<file path="config.mk">
export PLATFORM = sky130hd
export DESIGN_NAME = multicycle_controller_flat
export DESIGN_NICKNAME = d
export VERILOG_FILES = /design/src/rtl/multicycle_controller_if.sv /design/src/rtl/multicycle_controller.sv /design/src/flat_wrapper.sv
export SDC_FILE = /design/constraint.sdc
export NUM_CORES = 1
export LEC_CHECK = 0
export CAP_MARGIN = 20
export CORE_MARGIN = 2
export CORE_UTILIZATION = 45
export CTS_CLUSTER_SIZE = 30
export DETAILED_ROUTE_END_ITERATION = 8
export PLACE_DENSITY_LB_ADDON = 0.1
export SLEW_MARGIN = 20
export SYNTH_ARGS = -nofsm -noshare
export SYNTH_HDL_FRONTEND = slang
export SYNTH_SLANG_ARGS = --single-unit
</file>
<file path="constraint.sdc">
create_clock -name clk -period 3 [get_ports clk]
set_input_delay 0.6 -clock clk [delete_from_list [all_inputs] [get_ports clk]]
set_output_delay 0.6 -clock clk [all_outputs]
set_load 0.01 [all_outputs]
</file>
<file path="src/rtl/multicycle_controller_if.sv">
// Control bundle between the multi-cycle controller and its datapath.
// The controller takes the master view: it reads decode fields and drives selects/strobes.
interface multicycle_controller_if;
   logic [6:0] op;
   logic [2:0] funct3;
   logic       funct7b5;
   logic       Zero;
   logic       PCWrite;
   logic       AdrSrc;
   logic       MemWrite;
   logic       IRWrite;
   logic [1:0] ResultSrc;
   logic [1:0] ALUSrcA;
   logic [1:0] ALUSrcB;
   logic [2:0] ImmSrc;
   logic [2:0] ALUControl;
   logic       RegWrite;
   logic       IllegalInstr;

   modport master (
      input  op, funct3, funct7b5, Zero,
      output PCWrite, AdrSrc, MemWrite, IRWrite, ResultSrc, ALUSrcA, ALUSrcB,
             ImmSrc, ALUControl, RegWrite, IllegalInstr
   );

   modport slave (
      output op, funct3, funct7b5, Zero,
      input  PCWrite, AdrSrc, MemWrite, IRWrite, ResultSrc, ALUSrcA, ALUSrcB,
             ImmSrc, ALUControl, RegWrite, IllegalInstr
   );
endinterface

</file>
<file path="src/rtl/multicycle_controller.sv">
// Main control FSM of the RV32I multi-cycle core: sequences fetch/decode/execute/memory/
// writeback over the shared PC, ALU and memory, and traps on unsupported instructions.
module multicycle_controller (
   input logic                    clk,
   input logic                    reset,
   multicycle_controller_if.master bus
);

   typedef enum logic [3:0] {
      FETCH, DECODE, MEMADR, MEMREAD, MEMWB, MEMWRITE, EXECUTER, EXECUTEI,
      ALUWB, BRANCH, JAL, JALR, JALRWB, LUI, AUIPC, TRAP
   } stateType;

   localparam logic [6:0] OP_LOAD   = 7'b0000011;
   localparam logic [6:0] OP_STORE  = 7'b0100011;
   localparam logic [6:0] OP_RTYPE  = 7'b0110011;
   localparam logic [6:0] OP_ITYPE  = 7'b0010011;
   localparam logic [6:0] OP_BRANCH = 7'b1100011;
   localparam logic [6:0] OP_JAL    = 7'b1101111;
   localparam logic [6:0] OP_JALR   = 7'b1100111;
   localparam logic [6:0] OP_LUI    = 7'b0110111;
   localparam logic [6:0] OP_AUIPC  = 7'b0010111;

   localparam logic [2:0] ALU_ADD = 3'b000;
   localparam logic [2:0] ALU_SUB = 3'b001;
   localparam logic [2:0] ALU_AND = 3'b010;
   localparam logic [2:0] ALU_OR  = 3'b011;
   localparam logic [2:0] ALU_XOR = 3'b100;
   localparam logic [2:0] ALU_SLT = 3'b101;
   localparam logic [2:0] ALU_SLL = 3'b110;
   localparam logic [2:0] ALU_SRL = 3'b111;

   stateType   state;
   stateType   nextState;
   logic       trapFlag;
   logic       functSupported;
   logic [2:0] functAlu;
   logic [2:0] immSel;

   logic       pcWrite;
   logic       adrSrc;
   logic       memWrite;
   logic       irWrite;
   logic [1:0] resultSrc;
   logic [1:0] aluSrcA;
   logic [1:0] aluSrcB;
   logic [2:0] aluControl;
   logic       regWrite;

   // State register; reset drops straight back to FETCH from anywhere.
   always_ff @(posedge clk or posedge reset) begin
      if (reset) begin
         state <= FETCH;
      end else begin
         state <= nextState;
      end
   end

   // Sticky trap flag, raised together with the move into TRAP so it is visible in the TRAP cycle.
   always_ff @(posedge clk or posedge reset) begin
      if (reset) begin
         trapFlag <= 1'b0;
      end else if (nextState == TRAP) begin
         trapFlag <= 1'b1;
      end
   end

   // ALU function decode shared by register and immediate arithmetic; sltu and sra are not supported.
   always_comb begin
      functAlu       = ALU_ADD;
      functSupported = 1'b1;
      case (bus.funct3)
         3'b000:  functAlu = (bus.op[5] && bus.funct7b5) ? ALU_SUB : ALU_ADD;
         3'b001:  functAlu = ALU_SLL;
         3'b010:  functAlu = ALU_SLT;
         3'b011:  functSupported = 1'b0;
         3'b100:  functAlu = ALU_XOR;
         3'b101: begin
            functAlu       = ALU_SRL;
            functSupported = !bus.funct7b5;
         end
         3'b110:  functAlu = ALU_OR;
         3'b111:  functAlu = ALU_AND;
         default: functAlu = ALU_ADD;
      endcase
   end

   // Immediate format is a pure function of the opcode.
   always_comb begin
      immSel = 3'b000;
      case (bus.op)
         OP_LOAD, OP_ITYPE, OP_JALR: immSel = 3'b000;
         OP_STORE:                   immSel = 3'b001;
         OP_BRANCH:                  immSel = 3'b010;
         OP_JAL:                     immSel = 3'b011;
         OP_LUI, OP_AUIPC:           immSel = 3'b100;
         default:                    immSel = 3'b000;
      endcase
   end

   // Next-state logic; all instruction dispatch happens out of DECODE.
   always_comb begin
      nextState = state;
      case (state)
         FETCH:  nextState = DECODE;
         DECODE: begin
            case (bus.op)
               OP_LOAD, OP_STORE: nextState = MEMADR;
               OP_RTYPE:          nextState = functSupported ? EXECUTER : TRAP;
               OP_ITYPE:          nextState = functSupported ? EXECUTEI : TRAP;
               OP_BRANCH:         nextState = (bus.funct3[2:1] == 2'b00) ? BRANCH : TRAP;
               OP_JAL:            nextState = JAL;
               OP_JALR:           nextState = JALR;
               OP_LUI:            nextState = LUI;
               OP_AUIPC:          nextState = AUIPC;
               default:           nextState = TRAP;
            endcase
         end
         MEMADR:   nextState = bus.op[5] ? MEMWRITE : MEMREAD;
         MEMREAD:  nextState = MEMWB;
         MEMWB:    nextState = FETCH;
         MEMWRITE: nextState = FETCH;
         EXECUTER: nextState = ALUWB;
         EXECUTEI: nextState = ALUWB;
         ALUWB:    nextState = FETCH;
         BRANCH:   nextState = FETCH;
         JAL:      nextState = ALUWB;
         JALR:     nextState = JALRWB;
         JALRWB:   nextState = FETCH;
         LUI:      nextState = ALUWB;
         AUIPC:    nextState = ALUWB;
         TRAP:     nextState = TRAP;
         default:  nextState = FETCH;
      endcase
   end

   // Moore outputs per state; only the branch PC enable and the execute ALU function look at inputs.
   always_comb begin
      pcWrite    = 1'b0;
      adrSrc     = 1'b0;
      memWrite   = 1'b0;
      irWrite    = 1'b0;
      resultSrc  = 2'b00;
      aluSrcA    = 2'b00;
      aluSrcB    = 2'b00;
      aluControl = ALU_ADD;
      regWrite   = 1'b0;
      case (state)
         FETCH: begin
            irWrite   = 1'b1;
            aluSrcB   = 2'b10;
            resultSrc = 2'b10;
            pcWrite   = 1'b1;
         end
         DECODE: begin
            aluSrcA = 2'b01;
            aluSrcB = 2'b01;
         end
         MEMADR: begin
            aluSrcA = 2'b10;
            aluSrcB = 2'b01;
         end
         MEMREAD: adrSrc = 1'b1;
         MEMWB: begin
            resultSrc = 2'b01;
            regWrite  = 1'b1;
         end
         MEMWRITE: begin
            adrSrc   = 1'b1;
            memWrite = 1'b1;
         end
         EXECUTER: begin
            aluSrcA    = 2'b10;
            aluControl = functAlu;
         end
         EXECUTEI: begin
            aluSrcA    = 2'b10;
            aluSrcB    = 2'b01;
            aluControl = functAlu;
         end
         ALUWB: regWrite = 1'b1;
         BRANCH: begin
            aluSrcA    = 2'b10;
            aluControl = ALU_SUB;
            pcWrite    = bus.Zero ^ bus.funct3[0];
         end
         JAL: begin
            aluSrcA = 2'b01;
            aluSrcB = 2'b10;
            pcWrite = 1'b1;
         end
         JALR: begin
            aluSrcA   = 2'b10;
            aluSrcB   = 2'b01;
            resultSrc = 2'b10;
            pcWrite   = 1'b1;
         end
         JALRWB: begin
            aluSrcA   = 2'b01;
            aluSrcB   = 2'b10;
            resultSrc = 2'b10;
            regWrite  = 1'b1;
         end
         LUI: begin
            aluSrcA = 2'b11;
            aluSrcB = 2'b01;
         end
         AUIPC: begin
            aluSrcA = 2'b01;
            aluSrcB = 2'b01;
         end
         default: begin
            pcWrite = 1'b0;
         end
      endcase
   end

   assign bus.PCWrite      = pcWrite;
   assign bus.AdrSrc       = adrSrc;
   assign bus.MemWrite     = memWrite;
   assign bus.IRWrite      = irWrite;
   assign bus.ResultSrc    = resultSrc;
   assign bus.ALUSrcA      = aluSrcA;
   assign bus.ALUSrcB      = aluSrcB;
   assign bus.ImmSrc       = immSel;
   assign bus.ALUControl   = aluControl;
   assign bus.RegWrite     = regWrite;
   assign bus.IllegalInstr = trapFlag;

endmodule

</file>
<file path="src/flat_wrapper.sv">
// flat-port wrapper written by rule: the top's interface ports become plain ports
module multicycle_controller_flat 
  (clk, reset, bus_op, bus_funct3, bus_funct7b5, bus_Zero, bus_PCWrite, bus_AdrSrc, bus_MemWrite, bus_IRWrite, bus_ResultSrc, bus_ALUSrcA, bus_ALUSrcB, bus_ImmSrc, bus_ALUControl, bus_RegWrite, bus_IllegalInstr);
  multicycle_controller_if bus_i ();
  input logic clk;
  input logic reset;
  input wire logic [$bits(bus_i.op)-1:0] bus_op;
  input wire logic [$bits(bus_i.funct3)-1:0] bus_funct3;
  input wire logic [$bits(bus_i.funct7b5)-1:0] bus_funct7b5;
  input wire logic [$bits(bus_i.Zero)-1:0] bus_Zero;
  output wire logic [$bits(bus_i.PCWrite)-1:0] bus_PCWrite;
  output wire logic [$bits(bus_i.AdrSrc)-1:0] bus_AdrSrc;
  output wire logic [$bits(bus_i.MemWrite)-1:0] bus_MemWrite;
  output wire logic [$bits(bus_i.IRWrite)-1:0] bus_IRWrite;
  output wire logic [$bits(bus_i.ResultSrc)-1:0] bus_ResultSrc;
  output wire logic [$bits(bus_i.ALUSrcA)-1:0] bus_ALUSrcA;
  output wire logic [$bits(bus_i.ALUSrcB)-1:0] bus_ALUSrcB;
  output wire logic [$bits(bus_i.ImmSrc)-1:0] bus_ImmSrc;
  output wire logic [$bits(bus_i.ALUControl)-1:0] bus_ALUControl;
  output wire logic [$bits(bus_i.RegWrite)-1:0] bus_RegWrite;
  output wire logic [$bits(bus_i.IllegalInstr)-1:0] bus_IllegalInstr;
  assign bus_i.op = bus_op;
  assign bus_i.funct3 = bus_funct3;
  assign bus_i.funct7b5 = bus_funct7b5;
  assign bus_i.Zero = bus_Zero;
  assign bus_PCWrite = bus_i.PCWrite;
  assign bus_AdrSrc = bus_i.AdrSrc;
  assign bus_MemWrite = bus_i.MemWrite;
  assign bus_IRWrite = bus_i.IRWrite;
  assign bus_ResultSrc = bus_i.ResultSrc;
  assign bus_ALUSrcA = bus_i.ALUSrcA;
  assign bus_ALUSrcB = bus_i.ALUSrcB;
  assign bus_ImmSrc = bus_i.ImmSrc;
  assign bus_ALUControl = bus_i.ALUControl;
  assign bus_RegWrite = bus_i.RegWrite;
  assign bus_IllegalInstr = bus_i.IllegalInstr;
  multicycle_controller u_core (.clk(clk), .reset(reset), .bus(bus_i));
endmodule
</file>
# After elaboration in Yosys (flattened, before gate mapping)
# Cells that the tools add are included.
dict set report totals {
  ff_bits 5
  inputBits 14
  out_inout_bits 18
  elab_cells 72
}
dict set report op_classes {
  n_eq_ne 32
  n_mux 19
  bitwise_logic 1
  reduce_logical 18
}
# op count
set op_table {}
lappend op_table {{$pmux W4 S8} 2}
lappend op_table {{$eq A4 B4 Y1 const B} 9}
lappend op_table {{$eq A7 B6 Y1 const B} 3}
lappend op_table {{$eq A7 B7 Y1 const B} 3}
lappend op_table {{$pmux W3 S7} 1}
lappend op_table {{$eq A4 B3 Y1 const B} 4}
lappend op_table {{$reduce_or A5 Y1} 3}
lappend op_table {{$eq A7 B5 Y1 const B} 2}
lappend op_table {{$eq A3 B3 Y1 const B} 4}
lappend op_table {{$pmux W3 S4} 1}
lappend op_table {{$reduce_or A3 Y1} 4}
lappend op_table {{$eq A4 B2 Y1 const B} 2}
lappend op_table {{$mux W4} 2}
lappend op_table {{$pmux W2 S2} 2}
lappend op_table {{$reduce_or A2 Y1} 4}
lappend op_table {{$eq A7 B2 Y1 const B} 1}
lappend op_table {{$eq A3 B2 Y1 const B} 2}
lappend op_table {{$mux W3} 2}
lappend op_table {{$pmux W2 S3} 1}
lappend op_table {{$pmux W3 S2} 1}
lappend op_table {{$reduce_or A6 Y1} 1}
lappend op_table {{$mux W1} 5}
lappend op_table {{$eq A4 B1 Y1 const B} 1}
lappend op_table {{$logic_not A4 Y1} 1}
lappend op_table {{8 further kinds} 9}

# Longest topological paths before layout
# Gate-level depths: netlist (run 1).
dict set report logic_depth {
  word_depth 6
  mapped_depth 6
  depth_no_buf 5
}

# Worst setup path before layout (run 1)
# Ideal clock, no wire load.
dict set report synth_timing {
  kind {in2out}
  from {input port bus_op[2]}
  to {output port bus_ImmSrc[0]}
  arrival_ns 1.429
  t_required_ns 2.400
  path_slack_ns 0.971
  cell_stages 3
  n_path_buf 1
  cell_sequence {clkbuf_4 or3_1 a211oi_1}
}
dict set report synth_via {
  elab_chain_len 3
  elab_cells_between_ends 7
  cone_classes {eq/ne: 5; mux: 1; reduce/logical: 1}
}
# item line
set synth_lines {}
lappend synth_lines {{start, declared} flat_wrapper.sv:7} ;# input wire logic [$bits(bus_i.op)-1:0] bus_op;
lappend synth_lines {{$eq A7 B6 Y1 / $eq A7 B5 Y1 (equally long branches)} multicycle_controller.sv:91} ;# case (bus.op)
lappend synth_lines {{$reduce_or A2 Y1} multicycle_controller.sv:91}
lappend synth_lines {{$pmux W3 S4 (*)} multicycle_controller.sv:91}
lappend synth_lines {{end, declared} flat_wrapper.sv:18} ;# output wire logic [$bits(bus_i.ImmSrc)-1:0] bus_ImmSrc;
# Mark *: on every way between the ends. The rest lies on a longest branch, timed or not.

# Worst setup path after layout (run 1)
dict set report layout_timing {
  from {input port bus_op[6]}
  to {output port bus_ImmSrc[0]}
}
# The elaborated chain is that of the path after synthesis.

==> metrics.yaml, run 1 <==
finish:
  final_common_cell: "clkdlybuf4s50_1"
  drive_gt1_frac: 0.110
  mostFrequentLayoutCells: "clkdlybuf4s50_1, nor2_1, nand2_1"
  area_delta_synth_final_pct: 49.2
  nNetsFinal: 161
  antenna_cells: 0
pwr:
  pwr-share-seq: 0.200
  clock_power_share: 0.088
  comb_power_share: 0.712
  p_sw_frac: 0.451
  intPower_mw: 0.493
  p_switching_mw: 0.406
  irDropWorstVdd_mv: 0.343
  power_density_nw_per_um2: 794
  total_power_mw: 0.898
  p_leak_nw: 0.436
die:
  boundaryPins: 32
  dieHeight_um: 45.1
  die_area_um2: 2030
  num_rows: 14
  fp.coreArea_um2: 1540
  die_w_um: 45.1
  initial_core_util: 0.492
global_routing:
  grt_max_degree: 17
  antenna_found_initial: 0
  grt_pass1_vias: 845
  grtUsageTotal: 0.214
  grt_pass1_wl_mm: 3.33
  overflow: 0
clocking:
  cts-root-buf: "clkbuf_4"
  htree_levels: 1
  cts_tree: "done"
  cts_num_sinks: 5
  clk_latency_ps: 250
  numCtsBuffers: 3
  cts_max_path_buffers: 2
  cts_resized: 0
  cts_setup_buffers: 0
  cts-hold-fix-buffers: 0
  cts.clk_slew.worst_paths_ps: 40
setup_path:
  crit_chain: "clkdlybuf4s50_1, or3_1, a211oi_1, clkdlybuf4s50_1"
  end_kind: "output pin"
  r2r_slack_ps: 1220
  slowest_stage: "clkdlybuf4s50_1"
  reg2regPathDepth: 5
  crit_family: "buffers and inverters"
  r2r_end: "u_core.bus.IllegalInstr"
  cpPeakStageDelay_ps: 570
  regToRegStartpoint: "u_core.state[0]"
  required_ps: 2400
  path_buf_inv: 2
  path_max_fanout: 4
  cpMostUsedCell: "clkdlybuf4s50_1"
  critPathLaunchType: "input pin"
  crit_arrival_ps: 2250
  path_class: "input pin to output pin"
synth:
  syn_area_um2: 758
  syn_area_per_cell_um2: 6.83
  synth.distinct_cells: 40
  synthesis.instances: 111
  synth_seq_cells: 5
  synth_top_cell_by_area: "dfrtp_1"
  synth.area.top_cells: "dfrtp_1, o21ai_0, nor2_1"
  synth_top_area_frac: 0.165
  synth-async-reset-ratio: 1.00
  syn_nets: 125
  yosys_warnings: 0
  synth-edff-count: 0
  synth_seq_area_share: 0.165
  synth_top_flop_cell: "dfrtp_1"
drt:
  wire_per_inst_um: 12.3
  drtIter0Drc: 15
  drc: 0
  wl_mm: 1.99
  dr.pass1.iters: 4
  ant_nets: 0
  dr_total_vias: 944
  viasPerCell: 5.83
placement:
  portBuffers: 31
  dp_hpwl_mm: 1.63
  gp_congestion: 0.867
sta:
  fin_setup_tns_ps: 0
  fin_crit_ps: 2850
  skew_ps: 3.91
  fmax_mhz: 351
  report.final.slew_viol_count: 0
  final.period_utilization: 0.950
  tightest_slew_ps: 502
  slew_headroom: 0.665
  rsz0062_at_grt: "false"
  setup_viol: 0
  hold_viol: 0
hold_path:
  hold_class: "flip-flop to flip-flop"
  hp-start: "u_core.bus.IllegalInstr"
  min_to: "u_core.bus.IllegalInstr"
  holdPathStages: 1
run:
  cap_violations: 0
outcome:
  status: "complete, no violations"
## power by group through the flow
stage          Clock [mW]  Sequential [mW]  Combinational (mW)
3_5_place_dp            0            0.177               0.640
2_1_floorplan           0            0.115               0.419
5_1_grt            0.0813            0.186               0.697
4_1_cts            0.0811            0.175               0.644
3_3_place_gp            0            0.176               0.632
6_report           0.0793            0.180               0.639
## sequential cells by signal, summed over array words and instances (netlist names)
name / count
u_core.bus.IllegalInstr: 1
u_core.state: 4
## worst reg2reg max path, stage by stage (launching register included)
cell and delay [ps]:
dfrtp_1 650, nand2b_1 170, or2b_2 360, a2111oi_2 220
a2111o_1 160, a41o_1 170
## cells by family (layout without fill, tap and decap cells)
group,Yosys count,count (layout),share of synthesized area
AO/OA/AOI/OAI,33,33,0.295
multiplexers,2,2,0.0281
XOR/XNOR,4,4,0.0462
flip-flops,5,5,0.165
AND/OR/NAND/NOR,54,54,0.393
buffers and inverters,13,48,0.0726
## area by class of cell
class	count	area [um^2]
Fill cell	136	410
Sequential cell	5	125
Inverter	7	26.3
Clock buffer	4	26.3
Timing Repair Buffer	37	355
Multi-Input combinational cell	93	578
Tap cell	16	20.0
## cells in the mapped netlist, types with 3 or more instances
master	n
a211oi_1	3
a21oi_1	5
dfrtp_1	5
inv_1	7
nand2_1	11
nand2b_1	3
nand3_1	7
nor2_1	12
nor2b_1	4
nor3_1	5
o21ai_0	9
o22ai_1	4
or2_1	4
## stage by stage
stage	setup slack (ps)	hold slack (ps)	area (um^2)	util	instances
after floorplan	971	379	758	-	111
after global placement	183	465	1100	0.717	158
after detailed placement	124	495	1100	0.717	158
after CTS	126	514	1130	0.734	162
after global routing	50.3	521	1130	0.734	162
final	149	512	1130	0.734	162
## per-layer routing
layer  up-vias  share of wire  wire length (um)  global-route usage
met3         6          0.028                56                   0
li1        468              -                 -                   -
met4         0          0.027                53              0.0941
met1       445           0.45               900               0.279
met5         -              0                 0                   0
met2        25           0.49               982               0.369
## how the worst max path moves through the flow
| stage | slack (ps) | cells past startpoint | to | start |
|---|---|---|---|---|
| 5_1_grt | 50 | 4 | bus_ImmSrc[0] | bus_op[6] |
| 2_1_floorplan | 970 | 3 | bus_ImmSrc[0] | bus_op[2] |
| 3_5_place_dp | 120 | 4 | bus_ImmSrc[0] | bus_op[6] |
| 6_report | 150 | 4 | bus_ImmSrc[0] | bus_op[6] |
| 4_1_cts | 130 | 4 | bus_ImmSrc[0] | bus_op[6] |
| 3_3_place_gp | 180 | 4 | bus_ImmSrc[0] | bus_op[6] |
No activity file was read; power rests on OpenSTA's default activity.
==> inputs of run 2 (changes only) <==
PLACE_DENSITY = 0.85   (was default)
PLACE_DENSITY_LB_ADDON = default   (was 0.1)
==> metrics.yaml, run 2 (synthesis gave the netlist of run 1 again) <==
pwr:
  comb_power_share: 0.719  # +0.007
  pwr-share-seq: 0.195  # -0.005
  power_density_nw_per_um2: 793  # -0.14%
  intPower_mw: 0.493  # about the same
  irDropWorstVdd_mv: 0.335  # -2.4%
  p_sw_frac: 0.451  # -0.000837
  total_power_mw: 0.897  # -0.14%
  clock_power_share: 0.086  # -0.002
  p_leak_nw: 0.436  # unchanged
  p_switching_mw: 0.404  # -0.33%
drt:
  viasPerCell: 5.54  # -5.0%
  drtIter0Drc: 15  # unchanged
  wl_mm: 1.98  # -0.60%
  dr_total_vias: 897  # -5.0%
  wire_per_inst_um: 12.2  # -0.60%
  drc: 0  # unchanged
  dr.pass1.iters: 4  # unchanged
  ant_nets: 0  # unchanged
clocking:
  cts_num_sinks: 5  # unchanged
  cts_tree: "done"
  numCtsBuffers: 3  # unchanged
  cts_resized: 0  # unchanged
  htree_levels: 1  # unchanged
  cts_setup_buffers: 0  # unchanged
  cts-hold-fix-buffers: 0  # unchanged
  cts.clk_slew.worst_paths_ps: 40  # about the same
  cts-root-buf: "clkbuf_4"
  cts_max_path_buffers: 2  # unchanged
  clk_latency_ps: 240  # about the same
finish:
  final_common_cell: "clkdlybuf4s50_1"
  antenna_cells: 0  # unchanged
  drive_gt1_frac: 0.110  # unchanged
  top_register: "u_core.state"
  area_delta_synth_final_pct: 49.2  # unchanged
  mostFrequentLayoutCells: "clkdlybuf4s50_1, nor2_1, nand2_1"
  nNetsFinal: 161  # unchanged
  nFillCells: 130  # -4.4%
  largest_register_ffs: 4  # unchanged
  fin_util: 0.734  # unchanged
setup_path:
  path_class: "input pin to output pin"
  crit_arrival_ps: 2250  # about the same
  critPathLaunchType: "input pin"
  path_max_fanout: 4  # unchanged
  required_ps: 2400  # about the same
  end_kind: "output pin"
sta:
  fmax_mhz: 350  # -0.13%
  skew_ps: 2.81  # -1.10 ps
  hold_viol: 0  # unchanged
  rsz0062_at_grt: "false"
  final.period_utilization: 0.952  # +0.00125
  report.final.slew_viol_count: 0  # unchanged
  tightest_slew_ps: 459  # -43.3 ps
  fin_ws_ps: 145  # -3.75 ps
  setup_viol: 0  # unchanged
  fin_setup_tns_ps: 0  # unchanged
  fin_crit_ps: 2850  # +3.75 ps
  slew_headroom: 0.694  # +0.0289
placement:
  portBuffers: 31  # unchanged
  place_ws_ps: 129  # +5.25 ps
  dp_hpwl_mm: 1.60  # -2.1%
  gp_congestion: 0.881  # +1.6%
hold_path:
  hold_class: "flip-flop to flip-flop"
run:
  cap_violations: 0  # unchanged
global_routing:
  grt_pass1_wl_mm: 3.37  # +1.3%
  grtUsageTotal: 0.223  # +0.00971
  grt_pass1_vias: 794  # -6.0%
  overflow: 0  # unchanged
  antenna_found_initial: 0  # unchanged
  grt_max_degree: 17  # unchanged
die:
  initial_core_util: 0.492  # unchanged
  die_area_um2: 2030  # unchanged
  boundaryPins: 32  # unchanged
  fp.coreArea_um2: 1540  # unchanged
  dieHeight_um: 45.1  # unchanged
  num_rows: 14  # unchanged
  die_w_um: 45.1  # unchanged
outcome:
  status: "complete, no violations"
run 2: cell counts in the layout (fill, tap and decap cells not counted):
No cell type changed its count.
run 2: final cells by class:
class | instances | area (um^2) | area share
tap | 16 | 20.0 | 0.0177
sequential | 5 | 125 | 0.111
multi-input combinational | 93 | 578 | 0.511
inverter | 7 | 26.3 | 0.0232
clock buffer | 4 | 26.3 | 0.0232
timing repair buffer | 37 | 355 | 0.314
run 2: final timing paths:
kind                                         start                      end  slack [ps]  depth (start not counted)
setup reg to reg                   u_core.state[1]  u_core.bus.IllegalInstr        1140                          6
hold / removal             u_core.bus.IllegalInstr  u_core.bus.IllegalInstr         490                          1
max in group asynchronous                    reset  u_core.bus.IllegalInstr        2280                          2
hold reg to reg            u_core.bus.IllegalInstr  u_core.bus.IllegalInstr         490                          1
min in group asynchronous                    reset          u_core.state[1]         560                          2
setup / recovery                         bus_op[6]            bus_ImmSrc[0]         150                          4
run 2: metrics by stage:
step | cell area (um^2) | hold WS [ps] | cells
after floorplan | 758 | 379 | 111
after global routing | 1130 | 516 | 162
after CTS | 1130 | 479 | 162
after detailed placement | 1100 | 463 | 158
final | 1130 | 486 | 162
after global placement | 1100 | 464 | 158
run 2: critical path: stages:
cell and delay [ps]:
clkdlybuf4s50_1 460, or3_1 390, a211oi_1 240, clkdlybuf4s50_1 570
run 2: power by group through the flow:
stage / sequential, mW / clock (mW) / combinational (mW)
after floorplan: 0.115 / 0 / 0.419
after global placement: 0.173 / 0 / 0.634
after detailed placement: 0.174 / 0 / 0.643
after CTS: 0.172 / 0.0806 / 0.646
after global routing: 0.184 / 0.0876 / 0.711
final: 0.175 / 0.0769 / 0.645
run 2: metal layers:
layer / vias up / wire [um] / track usage
met5: - / 0 / 0
met3: 2 / 83 / 0.0480
li1: 470 / - / -
met1: 404 / 895 / 0.296
met4: 0 / 5 / 0.0706
met2: 21 / 994 / 0.360
